$ cat src/rtl/irrigacao_multizona.sv
// irrigacao_multizona: multi-zone irrigation controller with round-robin zone scan; `AGRO_EN enables agrochemical injection
module irrigacao_multizona #(
    parameter int ZONES      = 4,
    parameter int TIMER_W    = 6,
    parameter int DRIP_TIME  = 30,
    parameter int SPRAY_TIME = 15,
    parameter int CLEAN_TIME = 5,
    parameter int AGRO_TIME  = 10
) (
    input  logic               clk,
    input  logic               reset,
    input  logic               tick,
    input  logic               H,
    input  logic               M,
    input  logic               L,
    input  logic               Ua,
    input  logic               T,
    input  logic [ZONES-1:0]   Us,
    input  logic               agro,
    output logic               Ve,
    output logic [ZONES-1:0]   zone_valve,
    output logic               spray,
    output logic               clean,
    output logic               agroOut,
    output logic               Erro,
    output logic               Alarme,
    output logic [2:0]         state,
    output logic [TIMER_W-1:0] time_left
);
    localparam int PW = $clog2(ZONES);

    typedef enum logic [2:0] {
        FILL  = 3'b000,
        IDLE  = 3'b001,
        DRIP  = 3'b010,
        SPRAY = 3'b011,
        CLEAN = 3'b100,
        ERROR = 3'b101,
        AGRO  = 3'b110
    } state_t;

    state_t            state_q, state_d;
    logic [PW-1:0]     ptr_q, ptr_d, ptr_inc;
    logic [TIMER_W-1:0] timer_q, timer_d;
    logic              alarme_q, fault, expired, busy, dry_spray;

    assign fault     = (H & ~M) | (H & ~L) | (M & ~L);
    assign expired   = tick && timer_q == TIMER_W'(1);
    assign ptr_inc   = (ptr_q == PW'(ZONES - 1)) ? '0 : ptr_q + PW'(1);
    assign dry_spray = !Ua && !T;
    assign busy      = state_q == DRIP || state_q == SPRAY || state_q == AGRO;

    // Next-state, zone pointer and phase timer; fault overrides everything
    always_comb begin
        state_d = state_q;
        ptr_d   = ptr_q;
        timer_d = timer_q;
        case (state_q)
            FILL: if (H) state_d = IDLE;
            IDLE: begin
                if (!L) state_d = FILL;
                else if (!Us[ptr_q]) begin
                    state_d = dry_spray ? SPRAY : DRIP;
                    timer_d = dry_spray ? TIMER_W'(SPRAY_TIME) : TIMER_W'(DRIP_TIME);
                end else ptr_d = ptr_inc;
            end
            DRIP, SPRAY, AGRO: begin
                if (!L) begin
                    state_d = FILL;
                    timer_d = '0;
                end else if (expired) begin
`ifdef AGRO_EN
                    state_d = (state_q != AGRO && agro) ? AGRO : CLEAN;
                    timer_d = (state_q != AGRO && agro) ? TIMER_W'(AGRO_TIME) : TIMER_W'(CLEAN_TIME);
`else
                    state_d = CLEAN;
                    timer_d = TIMER_W'(CLEAN_TIME);
`endif
                end else if (tick) timer_d = timer_q - TIMER_W'(1);
            end
            CLEAN: begin
                if (expired) begin
                    state_d = IDLE;
                    ptr_d   = ptr_inc;
                    timer_d = '0;
                end else if (tick) timer_d = timer_q - TIMER_W'(1);
            end
            default: state_d = ERROR;
        endcase
        if (fault) begin
            state_d = ERROR;
            timer_d = '0;
        end
    end

    // State registers with synchronous active-low reset; buzzer toggles per tick in ERROR
    always_ff @(posedge clk) begin
        if (!reset) begin
            state_q  <= FILL;
            ptr_q    <= '0;
            timer_q  <= '0;
            alarme_q <= 1'b0;
        end else begin
            state_q  <= state_d;
            ptr_q    <= ptr_d;
            timer_q  <= timer_d;
            if (state_q == ERROR && tick) alarme_q <= ~alarme_q;
        end
    end

    assign state      = state_q;
    assign Ve         = state_q == FILL;
    assign zone_valve = busy ? {{(ZONES-1){1'b0}}, 1'b1} << ptr_q : '0;
    assign spray      = state_q == SPRAY;
    assign clean      = state_q == CLEAN;
    assign Erro       = state_q == ERROR;
    assign Alarme     = alarme_q;
    assign time_left  = (busy || state_q == CLEAN) ? timer_q : '0;
`ifdef AGRO_EN
    assign agroOut    = state_q == AGRO;
`else
    logic unused_agro;
    assign unused_agro = agro & (AGRO_TIME != 0);
    assign agroOut     = 1'b0;
`endif
endmodule

$ cat config.mk
export PLATFORM = sky130hd
export DESIGN_NAME = irrigacao_multizona
export DESIGN_NICKNAME = d
export VERILOG_FILES = /design/src/rtl/irrigacao_multizona.sv
export SDC_FILE = /design/constraint.sdc
export NUM_CORES = 1
export LEC_CHECK = 0
export ABC_AREA = 1
export CAP_MARGIN = 20
export CORE_MARGIN = 4
export CORE_UTILIZATION = 40
export CTS_CLUSTER_DIAMETER = 60
export DETAILED_ROUTE_END_ITERATION = 7
export PLACE_DENSITY_LB_ADDON = 0.08
export SYNTH_ARGS = -nofsm -noshare
export SYNTH_HDL_FRONTEND = slang
export SYNTH_SLANG_ARGS = --single-unit
$ cat constraint.sdc
create_clock -name clk -period 2.2 [get_ports clk]
set_clock_uncertainty 0.05 [all_clocks]
set_input_delay 0.44 -clock clk [delete_from_list [all_inputs] [get_ports clk]]
set_output_delay 0.44 -clock clk [all_outputs]
set_load 0.02 [all_outputs]
==> impl_results.md, run 1 <==
* Outcome: complete, no violations
* Internal Power at 522 uW
* CTS Buf Count at 3
* Drt first pass iters at 4
* Clock-pin slew on the worst setup and hold paths at 0.07 ns
* Die Wd at 57.6 um
* Diodes inserted at 0
* Reg2reg setup slack at 0.53 ns
* Switch share at 42.4%
* Final Core Density at 59.4%
* Count leader, synth: nor2_1
* Later-pin clock latency in the skew report at 0.27 ns
* Total Nets Final at 221
* Postcts setup bufs at 0
* Worst ir drop on vdd at 472 uV
* Cells after Synth at 166
* Post-synthesis mux area share at 0%
* Post-synthesis sequential element count at 12
* First-pass GRT wire length at 4490 um
* P_leak at 0.000692 uW
* Die height at 57.6 um
* Placed Area at 0.00132 mm^2
* Count of different cell masters after synthesis at 19
* Largest family of logic cells by synthesized area: simple AND/OR/NAND/NOR gates
* Pwr dens at 671 mW/mm^2
* WL final at 2560 um
* Min Clock Period, post-route at 2.05 ns
* NetSw at 385 uW
* Rows at 17
* Routed WL per cell at 11.2 um
* Initial antenna violation count at 0
* Critical Path RT at 1.71 ns
* Area Growth Syn to Fin at 37.6%
* Iter 0 DRT Violations at 49
* Synth Area per Inst at 5.92 um^2
* Largest net degree at the start of global routing at 10
* Max Cap Viol at 0
* Design Power at 907 uW
* I/O Pins at 32
* Ys flop type: dfxtp_1
* H-tree levels at 1
* Sink Count at 12
* Via count at 1134
* Total gr overflow at 0
* EDFF count, synth at 0
* Synth Warn # at 0
* Fillers at 237
* Synth area leaders: dfxtp_1 (24%), nor2_1 (14%), nand2_1 (13%)
* Post-CTS Hold Buffers at 0
* Clock power share at 19.2%
* Mapped cell area at 982 um^2
* Top cells by count, synth: nor2_1 (36), nand2_1 (35), inv_1 (24)
* Combinational group share of total power at 48.6%
* Starting Density at 43.2%
* Clk root buf: clkbuf_4
* Vias/cell at 4.95
* RSZ-0062 raised after global routing: no
* Setup TNS at 0 ns
* Clock tree from TritonCTS: done
* CP Max Fanout at 9
* Sequential cell fraction of total power at 32.2%
* Critical Path Start Type: flip-flop
* Post-DRT Antenna Nets at 0
* Setup CP Type: flip-flop to output pin
* Layout cells sized above 1 at 7.96%
* IO buf count at 29
* Max Root-Sink Buffers at 2
* Fin crit share at 93.1%
* Setup-failing EPs final at 0
* # DRC at 0
* Max Slew Vio Count at 0
* Ys async rst share at 0%
* Compound-gate portion of the synthesized area at 11.2%
* Area leader, netlist: dfxtp_1
* Post-synthesis xor/xnor area fraction at 3.57%
* Fmax at 488 MHz
* Sequential-to-total area share from yosys stat at 24.5%
* Fin. Hold Viols at 0
* Gr usage total at 16.8%
* Finished Cell Area at 0.00135 mm^2
* Core Area at 0.00228 mm^2
* Vias in the first global route at 1023
* Placed wire-length estimate at 2140 um
* Critical path capture point type: output pin
* Hold WC Path Type: flip-flop to flip-flop
* Yosys top cell area share at 24.5%
* Synth Area in Adders at 7.64%
* GP Congestion at 0.855
* Synthesized net count at 185
* Crit path DAT at 1.56 ns
* Synth Area in Simple Gates at 41.7%
* Die area at 0.00331 mm^2
## worst paths after layout
kind,from,end,depth (start not counted)
worst max-delay path,state[1],time_left[0],6
worst min-delay path,ptr_q[1],ptr_q[1],2
worst max register to register,timer_q[0],state[0],8
worst min register to register,ptr_q[1],ptr_q[1],2
## per-layer routing
layer / wire [um] / part of all wire, % / up-vias / GRT usage [%]
li1: - / - / 594 / -
met1: 1150 / 45 / 505 / 22.0
met2: 1240 / 48 / 33 / 28.1
met3: 165 / 6.4 / 2 / 4.75
met4: 8 / 0.31 / 0 / 1.99
met5: 0 / 0 / - / 0
## repair_timing
item                                    in CTS  in global routing
gates resized for setup                     11                  4
gates cloned                                 0                  0
endpoints found under the setup margin      11                  7
## layout make-up
cell class              instances  area, um^2  share of cell area (%)
well taps                      28        35.0                    2.59
flip-flops and latches         12         244                    18.1
repair buffers                 33         309                    22.9
clock buffers                   4        36.3                    2.69
inverters                      25        93.8                    6.94
multi-input cells             127         633                    46.9
## flip-flops by register name (all words and copies together) (netlist names)
| register | flops |
|---|---|
| Alarme | 1 |
| ptr_q | 2 |
| state | 3 |
| timer_q | 6 |
## kinds of logic after synthesis
group                    after synthesis
AND/OR/NAND/NOR                       96
buffers and inverters                 27
AO/OA/AOI/OAI                         20
flip-flops                            12
adder cells (fa/ha/maj)                6
XOR/XNOR                               4
other                                  1
## power by group through the flow
stage / Clock, uW / Combinational [uW] / Sequential (uW)
after floorplan: 0 / 285 / 299
after global placement: 0 / 437 / 295
after detailed placement: 0 / 446 / 295
after CTS: 180 / 441 / 290
after global routing: 192 / 500 / 298
final: 174 / 441 / 292
## metrics by stage
step	worst slack [ns]	hold WS, ns	cells
2_1_floorplan	0.512	0.434	166
3_3_place_gp	0.191	0.446	225
3_5_place_dp	0.142	0.472	225
4_1_cts	0.0264	0.482	229
5_1_grt	0.0548	0.518	229
6_report	0.152	0.479	229
## placed cells by master (no fill, tap or decap)
cell type        instances
a21boi_0                 1
a21boi_2                 1
a21oi_1                  7
a31oi_1                  1
buf_4                    4
clkbuf_4                 3
clkbuf_8                 1
clkdlybuf4s50_1         17
conb_1                   1
dfxtp_1                  9
dfxtp_2                  3
dlygate4sd2_1           11
dlymetal6s2s_1           1
ha_1                     6
inv_1                   24
inv_2                    1
nand2_1                 35
nand2_2                  1
nand3_1                 14
nand3_2                  2
nand4_1                  5
nor2_1                  36
nor3_1                   3
o21ai_0                 10
xor2_1                   4
## critical path: stages (launching register included)
cell and delay [ns]:
dfxtp_2 0.36, inv_1 0.11, nand3_1 0.11, nand2_1 0.13, inv_2 0.10, nor2_1 0.11, dlygate4sd2_1 0.36
(Power assumes the default switching activity.)
==> inputs of run 2 (changes only) <==
--- a/config.mk
+++ b/config.mk
@@ -7,10 +7,13 @@
 export LEC_CHECK = 0
 export ABC_AREA = 1
 export CAP_MARGIN = 20
+export CELL_PAD_IN_SITES_DETAIL_PLACEMENT = 0
+export CELL_PAD_IN_SITES_GLOBAL_PLACEMENT = 1
 export CORE_MARGIN = 4
 export CORE_UTILIZATION = 40
 export CTS_CLUSTER_DIAMETER = 60
 export DETAILED_ROUTE_END_ITERATION = 7
+export DONT_BUFFER_PORTS = 1
 export PLACE_DENSITY_LB_ADDON = 0.08
 export SYNTH_ARGS = -nofsm -noshare
 export SYNTH_HDL_FRONTEND = slang
==> impl_results.md, run 2 (synthesized netlist as in run 1, its figures left out) <==
* Drt first pass iters at 4 (unchanged)
* Critical Path Start Type: flip-flop
* WHS at 0.221 ns (-0.258 ns)
* Total Nets Final at 188 (-15%)
* Most frequent cells in the layout: nand2_1 (35), nor2_1 (34), inv_1 (24)
* CP top delay family: simple AND/OR/NAND/NOR gates
* RSZ-0062 raised after global routing: yes
* Postcts setup bufs at 0 (unchanged)
* Max Slew Vio Count at 0 (unchanged)
* Setup TNS at 0 ns (unchanged)
* Max Root-Sink Buffers at 2 (unchanged)
* Max stage delay cell, worst path: dfxtp_2
* Routed WL per cell at 12.6 um (+12%)
* Gr usage total at 15.8% (-0.99 points)
* Largest Register: timer_q
* Core Area at 0.00228 mm^2 (unchanged)
* Setup-failing EPs final at 0 (unchanged)
* Clock tree from TritonCTS: done
* Clock-pin slew on the worst setup and hold paths at 0.08 ns (about the same)
* DP Cell Count at 192 (-15%)
* Worst ir drop on vdd at 437 uV (-7.5%)
* Iter 0 DRT Violations at 34 (-31%)
* Critical Path RT at 1.71 ns (about the same)
* Initial antenna violation count at 0 (unchanged)
* Starting Density at 43.2% (unchanged)
* Total gr overflow at 0 (unchanged)
* Area Growth Syn to Fin at 6.62%
* Vias/cell at 5.15 (+4.1%)
* Layout Cells excl Fill at 196 (-14%)
* Cell chain of the critical path: nand2_2, nand2_1, nand2_1, inv_2, nor2_1
* Worst slew pin tran at 0.495 ns
* CP Max Fanout at 9 (unchanged)
* Cell mode on critical path: nand2_1
* H-tree levels at 1 (unchanged)
* Fin crit share at 94.4% (+1.3 points)
* Rows at 17 (unchanged)
* Sink Count at 12 (unchanged)
* Worst rel slew slack at 66.9%
* Setup CP Type: flip-flop to output pin
* Min Clock Period, post-route at 2.08 ns (+0.0282 ns)
* Pwr dens at 797 mW/mm^2 (+19%)
* Hold WC Path Type: input port to flip-flop
* Crit-path max cell delay at 0.40 ns (+0.04 ns)
* Commonest non-fill, non-tap cell in the layout: nand2_1
* CTS Buf Count at 3 (unchanged)
* Design Power at 834 uW (-8.1%)
* Final WS setup at 0.123 ns (-0.0282 ns)
* Outcome: complete, no violations
* Placed wire-length estimate at 1960 um (-8.4%)
* Later-pin clock latency in the skew report at 0.27 ns (about the same)
* Fmax at 482 MHz (-1.4%)
* Fillers at 251 (+5.9%)
* Dpl ws at 0.302 ns (+0.160 ns)
* GP Congestion at 0.739 (-14%)
* Layout cells sized above 1 at 8.33% (+0.37 points)
* P_leak at 0.000499 uW (-28%)
* Diodes inserted at 0 (unchanged)
* Vias in the first global route at 929 (-9.2%)
* # DRC at 0 (unchanged)
* Flip-flop count of the largest register after layout at 6 (unchanged)
* Via count at 1010 (-11%)
* Critical path capture point type: output pin
* Largest net degree at the start of global routing at 11 (+1)
* Clk root buf: clkbuf_4
* Fin. Hold Viols at 0 (unchanged)
* Post-DRT Antenna Nets at 0 (unchanged)
* IO buf count at 0 (-100%)
* Max Cap Viol at 0 (unchanged)
* Crit path DAT at 1.59 ns (+0.03 ns)
* WL final at 2470 um (-3.8%)
* First-pass GRT wire length at 4170 um (-7.1%)
* WP buf/inv at 1 (-2)
* Die height at 57.6 um (unchanged)
* Die area at 0.00331 mm^2 (unchanged)
* Die Wd at 57.6 um (unchanged)
* I/O Pins at 32 (unchanged)
## run 2: final timing paths
path / start / end / slack, ns / cells after the start
worst max-delay path: state[2] / time_left[5] / 0.12 / 5
worst min-delay path: reset / state[0] / 0.22 / 2
worst max register to register: timer_q[1] / state[0] / 0.48 / 9
worst min register to register: ptr_q[1] / ptr_q[1] / 0.49 / 2
## run 2: where the power goes
part	total [uW]	switching, uW	internal (uW)
Combinational	345	240	105
Clock	181	80.4	101
Sequential	308	55.8	252
Total	834	376	458
## run 2: area by class of cell
class	instances	area, um^2	share of cell area [%]
multi-input cells	127	638	60.9
flip-flops and latches	12	244	23.3
inverters	25	93.8	8.96
clock buffers	4	36.3	3.46
well taps	28	35.0	3.35
## run 2: stage by stage
step	util (%)	instance area, um^2
after global routing	46.0	1050
after detailed placement	44.0	1000
after global placement	44.0	1000
final	46.0	1050
after floorplan	-	982
after CTS	45.7	1040
## run 2: timing repair
item,4_1_cts,5_1_grt
endpoints found under the hold margin,0,0
hold buffers,0,0
resized for setup,2,3
setup endpoints to repair,6,6
gates cloned,0,0
## run 2: layer usage
metal,up-vias,track usage (%),wire (um)
met4,0,4.30,17
met5,-,0,0
li1,529,-,-
met2,27,23.7,1070
met1,452,21.1,1220
met3,2,5.88,156
==> inputs of run 3 (changes only) <==
--- a/config.mk
+++ b/config.mk
@@ -14,6 +14,7 @@
 export CTS_CLUSTER_DIAMETER = 60
 export DETAILED_ROUTE_END_ITERATION = 7
 export DONT_BUFFER_PORTS = 1
+export MAX_ROUTING_LAYER = met4
 export PLACE_DENSITY_LB_ADDON = 0.08
 export SYNTH_ARGS = -nofsm -noshare
 export SYNTH_HDL_FRONTEND = slang
==> results of run 3 <==
Final layout, timing and power as in run 2 (identical DEF).
Among the figures that moved: final weighted congestion in routability-driven placement 0.739 -> 0.748; overall routing resource usage 15.8% -> 16.3%
